===== src/rtl/count_seq_arb.sv =====
// Round-robin controller for a shared interval-timer counter: clears it, enables it for len ticks, pulses done.
// Optional watchdog on the RUN phase is compiled in with `define COUNT_SEQ_TIMEOUT_EN.
module count_seq_arb #(
  parameter int WIDTH = 4
) (
  input  logic             clk,
  input  logic             rst_n,
  input  logic [1:0]       req,
  input  logic [WIDTH-1:0] len0,
  input  logic [WIDTH-1:0] len1,
  input  logic [WIDTH-1:0] cnt_val,
  output logic             cnt_clr,
  output logic             cnt_en,
  output logic [1:0]       grant,
  output logic             busy,
  output logic [1:0]       done,
  output logic             err
);

  typedef enum logic [1:0] {
    IDLE  = 2'd0,
    CLEAR = 2'd1,
    RUN   = 2'd2,
    DONE  = 2'd3
  } state_t;

  state_t           state;
  state_t           state_nxt;
  logic [1:0]       grant_q;
  logic [1:0]       grant_nxt;
  logic [WIDTH-1:0] len_q;
  logic [WIDTH-1:0] len_nxt;
  logic             last_q;
  logic             last_nxt;
  logic             win;
  logic             match;
  logic             timeout;

  // Index of the winning requester; on a tie the one not served last wins.
  function automatic logic pick_winner(input logic [1:0] r, input logic last);
    logic w;
    if (r == 2'b01)
      w = 1'b0;
    else if (r == 2'b10)
      w = 1'b1;
    else
      w = ~last;
    return w;
  endfunction

  assign match = (cnt_val == len_q);

  always_ff @(posedge clk or negedge rst_n) begin
    if (!rst_n) begin
      state   <= IDLE;
      grant_q <= 2'b00;
      len_q   <= '0;
      last_q  <= 1'b1;
    end else begin
      state   <= state_nxt;
      grant_q <= grant_nxt;
      len_q   <= len_nxt;
      last_q  <= last_nxt;
    end
  end

  always_comb begin
    state_nxt = state;
    grant_nxt = grant_q;
    len_nxt   = len_q;
    last_nxt  = last_q;
    win       = 1'b0;
    cnt_clr   = 1'b0;
    cnt_en    = 1'b0;
    done      = 2'b00;
    case (state)
      IDLE: begin
        if (|req) begin
          win       = pick_winner(req, last_q);
          grant_nxt = win ? 2'b10 : 2'b01;
          len_nxt   = win ? len1 : len0;
          last_nxt  = win;
          state_nxt = CLEAR;
        end
      end
      CLEAR: begin
        cnt_clr   = 1'b1;
        state_nxt = RUN;
      end
      RUN: begin
        // Enable stops on the match cycle, giving exactly len_q enabled ticks.
        cnt_en = ~match;
        if (match || timeout)
          state_nxt = DONE;
      end
      DONE: begin
        done      = grant_q;
        grant_nxt = 2'b00;
        state_nxt = IDLE;
      end
      default: begin
        state_nxt = IDLE;
      end
    endcase
  end

  assign grant = grant_q;
  assign busy  = (state != IDLE);

`ifdef COUNT_SEQ_TIMEOUT_EN
  localparam logic [WIDTH+1:0] WDOG_LAST = (WIDTH+2)'((2 ** WIDTH) + 1);
  localparam logic [WIDTH+1:0] WDOG_ONE  = (WIDTH+2)'(1);

  logic [WIDTH+1:0] wdog;
  logic             to_q;

  // A legal interval spends at most 2^WIDTH cycles in RUN, so cycle 2^WIDTH+2 means the counter is stuck.
  assign timeout = (state == RUN) && !match && (wdog == WDOG_LAST);

  always_ff @(posedge clk or negedge rst_n) begin
    if (!rst_n) begin
      wdog <= '0;
      to_q <= 1'b0;
    end else begin
      if (state == RUN)
        wdog <= wdog + WDOG_ONE;
      else
        wdog <= '0;
      if (timeout)
        to_q <= 1'b1;
      else if (state == DONE)
        to_q <= 1'b0;
    end
  end

  assign err = to_q;
`else
  assign timeout = 1'b0;
  assign err     = 1'b0;
`endif

endmodule


===== config.mk =====
export PLATFORM = sky130hd
export DESIGN_NAME = count_seq_arb
export DESIGN_NICKNAME = d
export VERILOG_FILES = /design/src/rtl/count_seq_arb.sv
export SDC_FILE = /design/constraint.sdc
export NUM_CORES = 1
export LEC_CHECK = 0
export ABC_CLOCK_PERIOD_IN_PS = 1500
export CAP_MARGIN = 20
export CORE_UTILIZATION = 38
export CTS_BUF_LIST = sky130_fd_sc_hd__clkbuf_4
export CTS_CLUSTER_DIAMETER = 200
export CTS_CLUSTER_SIZE = 8
export DETAILED_ROUTE_END_ITERATION = 10
export PLACE_DENSITY = 0.76
export SYNTH_ARGS = -nofsm -noshare
export SYNTH_HDL_FRONTEND = slang
export SYNTH_SLANG_ARGS = --single-unit

===== constraint.sdc =====
create_clock -name clk -period 1.5 [get_ports clk]
set_input_delay 0.225 -clock clk [delete_from_list [all_inputs] [get_ports clk]]
set_output_delay 0.225 -clock clk [all_outputs]
set_load 0.03 [all_outputs]

======== Word-level counts from Yosys, hierarchy flattened ========
Index checks and enable logic that the tools add are counted.
word-level totals
  register bits ........................... 9
  output and inout bits ................... 8
  logic and storage cells ................. 35
operators by class
  equality and inequality tests ........... 8
  muxes and demuxes ....................... 14
  bitwise operators ....................... 2
  reductions and logical operators ........ 7
operators with widths
  operator                                                         number
  2-bit two-way mux                                                5
  2-bit one-hot mux with 4 select lines                            1
  2-bit == test, second input constant                             3
  1-bit two-way mux                                                6
  2-bit AND reduction                                              3
  2-bit by 1-bit == test with 1-bit output, second input constant  2
  4-bit == test                                                    1
  4-bit two-way mux                                                1
  2-bit inequality test, second input constant                     2
  2-bit one-hot mux with 2 select lines                            1
  2-bit nonzero test                                               2
  2-bit zero test                                                  1
  1-bit NOT                                                        2
  2-bit OR reduction                                               1

======== Longest topological paths before layout ========
  depth in word-level cells ............... 8
  mapped depth ............................ 6

======== Worst setup path before layout ========
No wires, ideal clock.
  path type ............................... register -> register
  start ................................... reg len_q[1]
  end ..................................... reg state[1]
  arrival ................................. 1571 ps
  slack ................................... -198 ps
  cell stages (with the launch flop) ...... 5
  path buffers ............................ 0
  clock period less this slack ............ 1698 ps
  path through ............................ dfrtp_1 > xor2_1 > o41a_1 > nor2_2 > mux2_1
on the way
  cells in the longest elaborated chain, start to end .. 3
ends and longest elaborated chain
  element                          line  source
  start, declared                  31    logic [WIDTH-1:0] len_q;
  start signal, assigned           62    len_q <= len_nxt;
  4-bit == test                    51    assign match = (cnt_val == len_q);
  2-bit inequality test (no line)  n/a
  2-bit AND reduction (no line)    n/a
  end signal, assigned             60    state <= state_nxt;
  end, declared                    27    state_t state;
No other way between the ends.
A chain may end at the register's enable or synchronous reset.

======== Final worst setup path ========
  start ................................... reg len_q[2]
  end ..................................... out cnt_en
on the way
  cells in the longest elaborated chain, start to end .. 3
ends and longest elaborated chain
  element            line  source
  4-bit == test      51
  1-bit NOT          92    cnt_en = ~match;
  1-bit two-way mux  76    case (state)
  end, declared      13    output logic cnt_en,
No other way between the ends.

==> impl_metrics.py <==
metrics = {
    "status": {
        "status": "complete, but fails checks",
        "failed_checks": "setup timing",
    },
    "route": {
        "drc": 0,
        "routed_wl_mm": 1.54,
        "drt_iter0_markers": 10,
        "via_per_inst": 4.99,
        "ant_nets": 0,
        "wl_per_cell_um": 13.1,
        "routed-via-count": 584,
        "drt_pass1_iterations": 4,
    },
    "setup_path": {
        "r2r_start": "len_q[2]",
        "critPathLaunchType": "register",
        "critPathBufInv": 1,
        "max_stage_delay_ps": 450,
        "cp-end-kind": "primary output",
        "crit_arrival_ps": 1450,
        "r2r_setup_slack_ps": -170,
        "r2r_cells": 5,
        "crit_start": "len_q[2]",
        "cp_slowest_cell": "o41a_1",
        "cp-endpoint": "cnt_en",
        "path_cells": "xor2_1 > o41a_1 > buf_4",
        "r2r_end": "state[1]",
        "cp.depth": 3,
        "crit_fanout": 2,
        "critPathKind": "reg -> out",
        "required_ps": 1270,
        "cp_top_family": "compound AO/OA/AOI/OAI gates",
    },
    "synthesis": {
        "synthCells": 57,
        "synth_cell_types": 24,
        "synth_top_family_by_area": "compound AO/OA/AOI/OAI gates",
        "synth_fa_ha_area_share_pct": 11.0,
        "synth_mux_area_share_pct": 10.7,
        "avgSynthCellArea_um2": 10.0,
        "synth_nets": 78,
        "yosys_warnings": 0,
        "synth-simple-area-share_pct": 11.8,
        "syn_area_um2": 571,
        "synth_xor_area_share_pct": 6.14,
        "synth_seq_cells": 9,
        "synth_compound_area_share_pct": 16.0,
        "yosysSeqAreaShare_pct": 39.7,
    },
    "clock_tree": {
        "numClockSinks": 9,
        "cts.htree.levels": 1,
        "cts_tree": "done",
        "cts_made_buffers": 3,
        "clockBufferDepth": 2,
        "cts-root-buf": "clkbuf_4",
        "path_clk_slew_ps": 70,
        "worstSkewPairLatency_ps": 270,
    },
    "floorplanning": {
        "die_w_um": 40.8,
        "rows": 13,
        "io_pins": 24,
        "coreArea_um2": 1350,
        "fp.dieArea_um2": 1660,
        "die_h_um": 40.8,
        "initial_core_util_pct": 42.3,
    },
    "layout": {
        "nNetsFinal": 124,
        "final_cell_area_um2": 1080,
        "nFillCells": 89,
        "areaGrowthSynthToFinish_pct": 89.7,
        "layout.cells.non_filler": 117,
        "fin_util_pct": 80.2,
        "drive_gt1_share_pct": 43.1,
        "antennaDiodeCount": 0,
    },
    "run": {
        "maxCapViolCount": 0,
    },
    "grt": {
        "met2_usage_pct": 39.3,
        "use_met1_pct": 20.4,
        "grt_antenna_before_repair": 0,
        "top_usage_layer": "met2",
        "use_met3_pct": 5.98,
        "overflow": 0,
        "grt_max_degree": 10,
        "first_global_vias": 573,
        "grt_pass1_wl_mm": 2.19,
        "grt_usage_pct": 21.3,
    },
    "timing": {
        "finalHoldViolations": 0,
        "finalMaxSlewViolations": 0,
        "period_needed_ps": 1680,
        "setup_viol_count_final": 5,
        "setup_slack_ps": -176,
        "fmax_mhz": 596,
        "finClkSkew_ps": 2.14,
        "setup_tns_ps": -593,
        "rsz0062_at_grt": "yes",
        "min_period_over_period_pct": 112,
    },
    "placement": {
        "globalplace.congestion": 0.735,
        "detailed_place_hpwl_mm": 1.06,
        "dp.cells": 107,
        "io_buffers": 22,
        "place_area_um2": 901,
    },
    "power": {
        "p_leak_nw": 0.529,
        "ir_drop_v": 0.00160,
        "p_per_area_nw_per_um2": 2020,
    },
    "min_path": {
        "holdCritPathClass": "in -> async",
    },
}
cell usage after synthesis:
cell type / instances / area, µm²
inv_1: 4 / 15.0
o21ai_0: 5 / 25.0
a21oi_1: 2 / 10.0
o41a_1: 1 / 11.3
buf_4: 1 / 7.51
o21ai_2: 1 / 8.76
dfrtp_1: 8 / 200
o21ai_1: 1 / 5.00
a31oi_1: 1 / 6.26
nand2_1: 6 / 22.5
and2_1: 2 / 12.5
nor2_2: 1 / 6.26
xor2_1: 4 / 35.0
and3_1: 2 / 12.5
ha_1: 5 / 62.6
nor3_2: 1 / 10.0
dfstp_2: 1 / 26.3
conb_1: 1 / 3.75
mux2i_1: 5 / 50.1
o22ai_1: 1 / 6.26
o32a_2: 1 / 11.3
mux2_1: 1 / 11.3
a21o_1: 1 / 7.51
nor2_1: 1 / 3.75
timing repair:
item,4_1_cts,5_1_grt
hold buffers,0,0
endpoints found under the setup margin,9,10
buffers inserted,2,5
pin swaps,0,3
resized for setup,21,12
area by class of cell:
type / count / area [µm²] / share of cell area [%]
inverter: 4 / 20.0 / 1.85
sequential: 9 / 226 / 20.9
clock buffer: 3 / 22.5 / 2.08
clock inverter: 1 / 5.00 / 0.462
tap: 15 / 18.8 / 1.73
timing repair buffer: 42 / 402 / 37.1
multi-input combinational: 43 / 388 / 35.8
worst reg2reg max path, cell delays in order (launching register included):
cell and delay (ps):
dfrtp_1 400, xor2_1 150, o41a_1 450, buf_4 160, nor2_4 90, mux2_4 310
through the flow:
step	hold WS [ps]	setup slack (ps)	power [mW]
finish	254	-176	2.19
detailed placement	491	-568	1.55
CTS	269	-172	1.91
global route	288	-199	2.34
global placement	488	-580	1.51
floorplan	-70.6	-159	1.06
layout by cell type, fill, tap and decap left out, drive strengths merged, types with 2 or more instances in the layout:
| cell type | count |
|---|---|
| clkbuf | 3 |
| xor2 | 4 |
| and2 | 2 |
| inv | 4 |
| mux2i | 5 |
| clkdlybuf4s50 | 15 |
| buf | 25 |
| a21oi | 2 |
| ha | 5 |
| and3 | 2 |
| nand2 | 6 |
| o21ai | 7 |
| dlygate4sd2 | 2 |
| nor2 | 2 |
| dfrtp | 8 |
flip-flops by register name, summed over array words and instances (netlist names):
register	count
len_q	4
grant	2
state	2
last_q	1
worst min-delay path by stage:
stage	start	endpoint	slack, ps	depth (start not counted)
floorplan	rst_n	grant[0]	-70	0
global placement	len_q[1]	len_q[1]	490	2
detailed placement	len_q[1]	len_q[1]	490	2
CTS	rst_n	grant[0]	270	1
global route	rst_n	grant[0]	290	1
finish	rst_n	len_q[2]	250	1
power breakdown:
| part | total, mW | switching [mW] | internal [mW] |
|---|---|---|---|
| Combinational | 1.53 | 0.684 | 0.850 |
| Clock | 0.199 | 0.100 | 0.0986 |
| Sequential | 0.458 | 0.0878 | 0.370 |
cell families after synthesis:
group	after synthesis
buffers and inverters	5
AND/OR/NAND/NOR	13
flip-flops	9
other	1
multiplexers	6
AO/OA/AOI/OAI	14
XOR/XNOR	4
adder cells (fa/ha/maj)	5
metal layers:
metal	vias up	wire length (µm)
li1	286	-
met1	274	620
met2	22	843
met3	2	63
met4	0	8
met5	-	0
No activity file was read; power rests on OpenSTA's default activity.
==> edit (config.mk and constraints unchanged) <==
Encoding of `state_t`: now one-hot (4 bits for 4 states).
--- a/src/rtl/count_seq_arb.sv
+++ b/src/rtl/count_seq_arb.sv
@@ -19,7 +19,7 @@
 
-  typedef enum logic [1:0] {
-    IDLE  = 2'd0,
-    CLEAR = 2'd1,
-    RUN   = 2'd2,
-    DONE  = 2'd3
+  typedef enum logic [3:0] {
+    IDLE  = 4'b0001,
+    CLEAR = 4'b0010,
+    RUN   = 4'b0100,
+    DONE  = 4'b1000
   } state_t;
Behaviour: same outputs for any inputs over 10 cycles, from zero or initial values and one cycle with rst_n low; not proved beyond that.
==> edit against the original RTL <==
The run still ends with negative setup slack left. Worst setup slack gained 0.0023 ns. Power decreased by 0.89%. Sequential cell count is 2 higher. Via count increased by 15%. Wire length grew 18%. Combinational power decreased by 10%. Synthesized area rose by 12%. Die area increased by 11%. Design area rose by 5.8%. Global-route usage is 0.20 points higher. Fmax up 0.14%. Non-clock buffer count rose by 5. Sequential power rose by 24%. Largest power group unchanged.
==> edit: results (changes against the original RTL) <==
The sum of negative setup slack is -0.768 ns (-0.175 ns). The weighted congestion reported at the end of routability-driven placement was 0.779 (+6.1%). The amount of wire on met2 after detailed routing came to 1000 µm (+19%). The post-route clock skew was 0.00253 ns (+0.000393 ns). The fraction of met2 tracks used by global routing is 38.2% (-1.1 points).

The pin count of the biggest net entering global routing was 12 (+2). The total setup buffers inserted after CTS came out at 3 (+1). The worst stage delay on the critical path was 0.55 ns (+0.10 ns). The run finished, with violations left. The wire length of the first global-routing pass came out at 2920 µm (+33%).

The worst reg-to-reg path cell count came out at 6 (+1). The worst setup margin was -0.174 ns (+0.00231 ns). The post-placement cell count is 114 (+6.5%). The critical path starts at state[1].

The final reports fail on negative setup slack. The mean cell area of the mapped netlist is 10.3 µm² (+2.6%). The via total after detailed routing was 669 (+15%). The overall routing resource usage is 21.5% (+0.20 points). The part of the Yosys area used for sequential elements came out at 43.6% (+3.9 points). The number of filler cells placed in the layout came out at 120 (+35%). The final layout net count came to 125 (+0.81%). After synthesis, the most frequently instantiated cells are sky130_fd_sc_hd__dfrtp_1, sky130_fd_sc_hd__a21oi_1. The pre-CTS worst setup slack came out at -0.550 ns (+0.0178 ns).

The number of different library cells in the post-synthesis netlist came out at 25 (+4.2%). The number of global-route vias before repair was 701 (+22%). The worst hold slack after final layout came out at 0.289 ns (+0.0344 ns). The final-report setup violation count came to 11 (+6).

The startpoint identified for the worst register-to-register timing path is state[0]. By area the synthesized netlist is led by sky130_fd_sc_hd__dfrtp_1, sky130_fd_sc_hd__dfstp_2, sky130_fd_sc_hd__a21oi_1. The largest vdd supply drop is 0.887 mV (-44%). The proportion of layout cells with a drive suffix above 1 came out at 44.4% (+1.3 points). The final routed wirelength across all metal layers came out at 1810 µm (+18%). The setup slack of the worst register-to-register path came out at -0.05 ns (+0.12 ns). The routing usage on met3 came out at 2.55% (-3.4 points).

The HPWL reported at the end of detailed placement came out at 1360 µm (+29%).
edit: cell types whose count changed in the layout (fill, tap and decap cells not counted), sizes merged, moves of 4 or more:
| cell | unedited run | this run |
|---|---|---|
| o211ai | 0 | 4 |
| nand3 | 0 | 4 |
| nand2 | 6 | 2 |
| a21oi | 2 | 8 |
| ha | 5 | 0 |
| mux2i | 5 | 0 |
| buf | 25 | 30 |
| o21ai | 7 | 0 |
edit: report_power, final:
group	switching [µW]	total [µW]	internal, µW
clock network	105	227	121
registers	114	570	456
logic	638	1370	736
edit: final cells by class:
cell class              instances  share of cell area [%]
repair buffers                 47                    37.9
multi-input cells              44                    32.8
flip-flops and latches         11                    24.3
clock buffers                   4                    2.62
well taps                      16                    1.75
inverters                       2                   0.656
edit: cell families (layout without fill, tap and decap cells):
kind of cell    Yosys count  count (layout)  synth area share, %
other cells               1               1                0.589
xor+xnor                  4               4                 5.50
compound gates           21              21                 22.4
simple gates             18              18                 19.6
buf+inv                   7              53                 8.25
flops                    11              11                 43.6
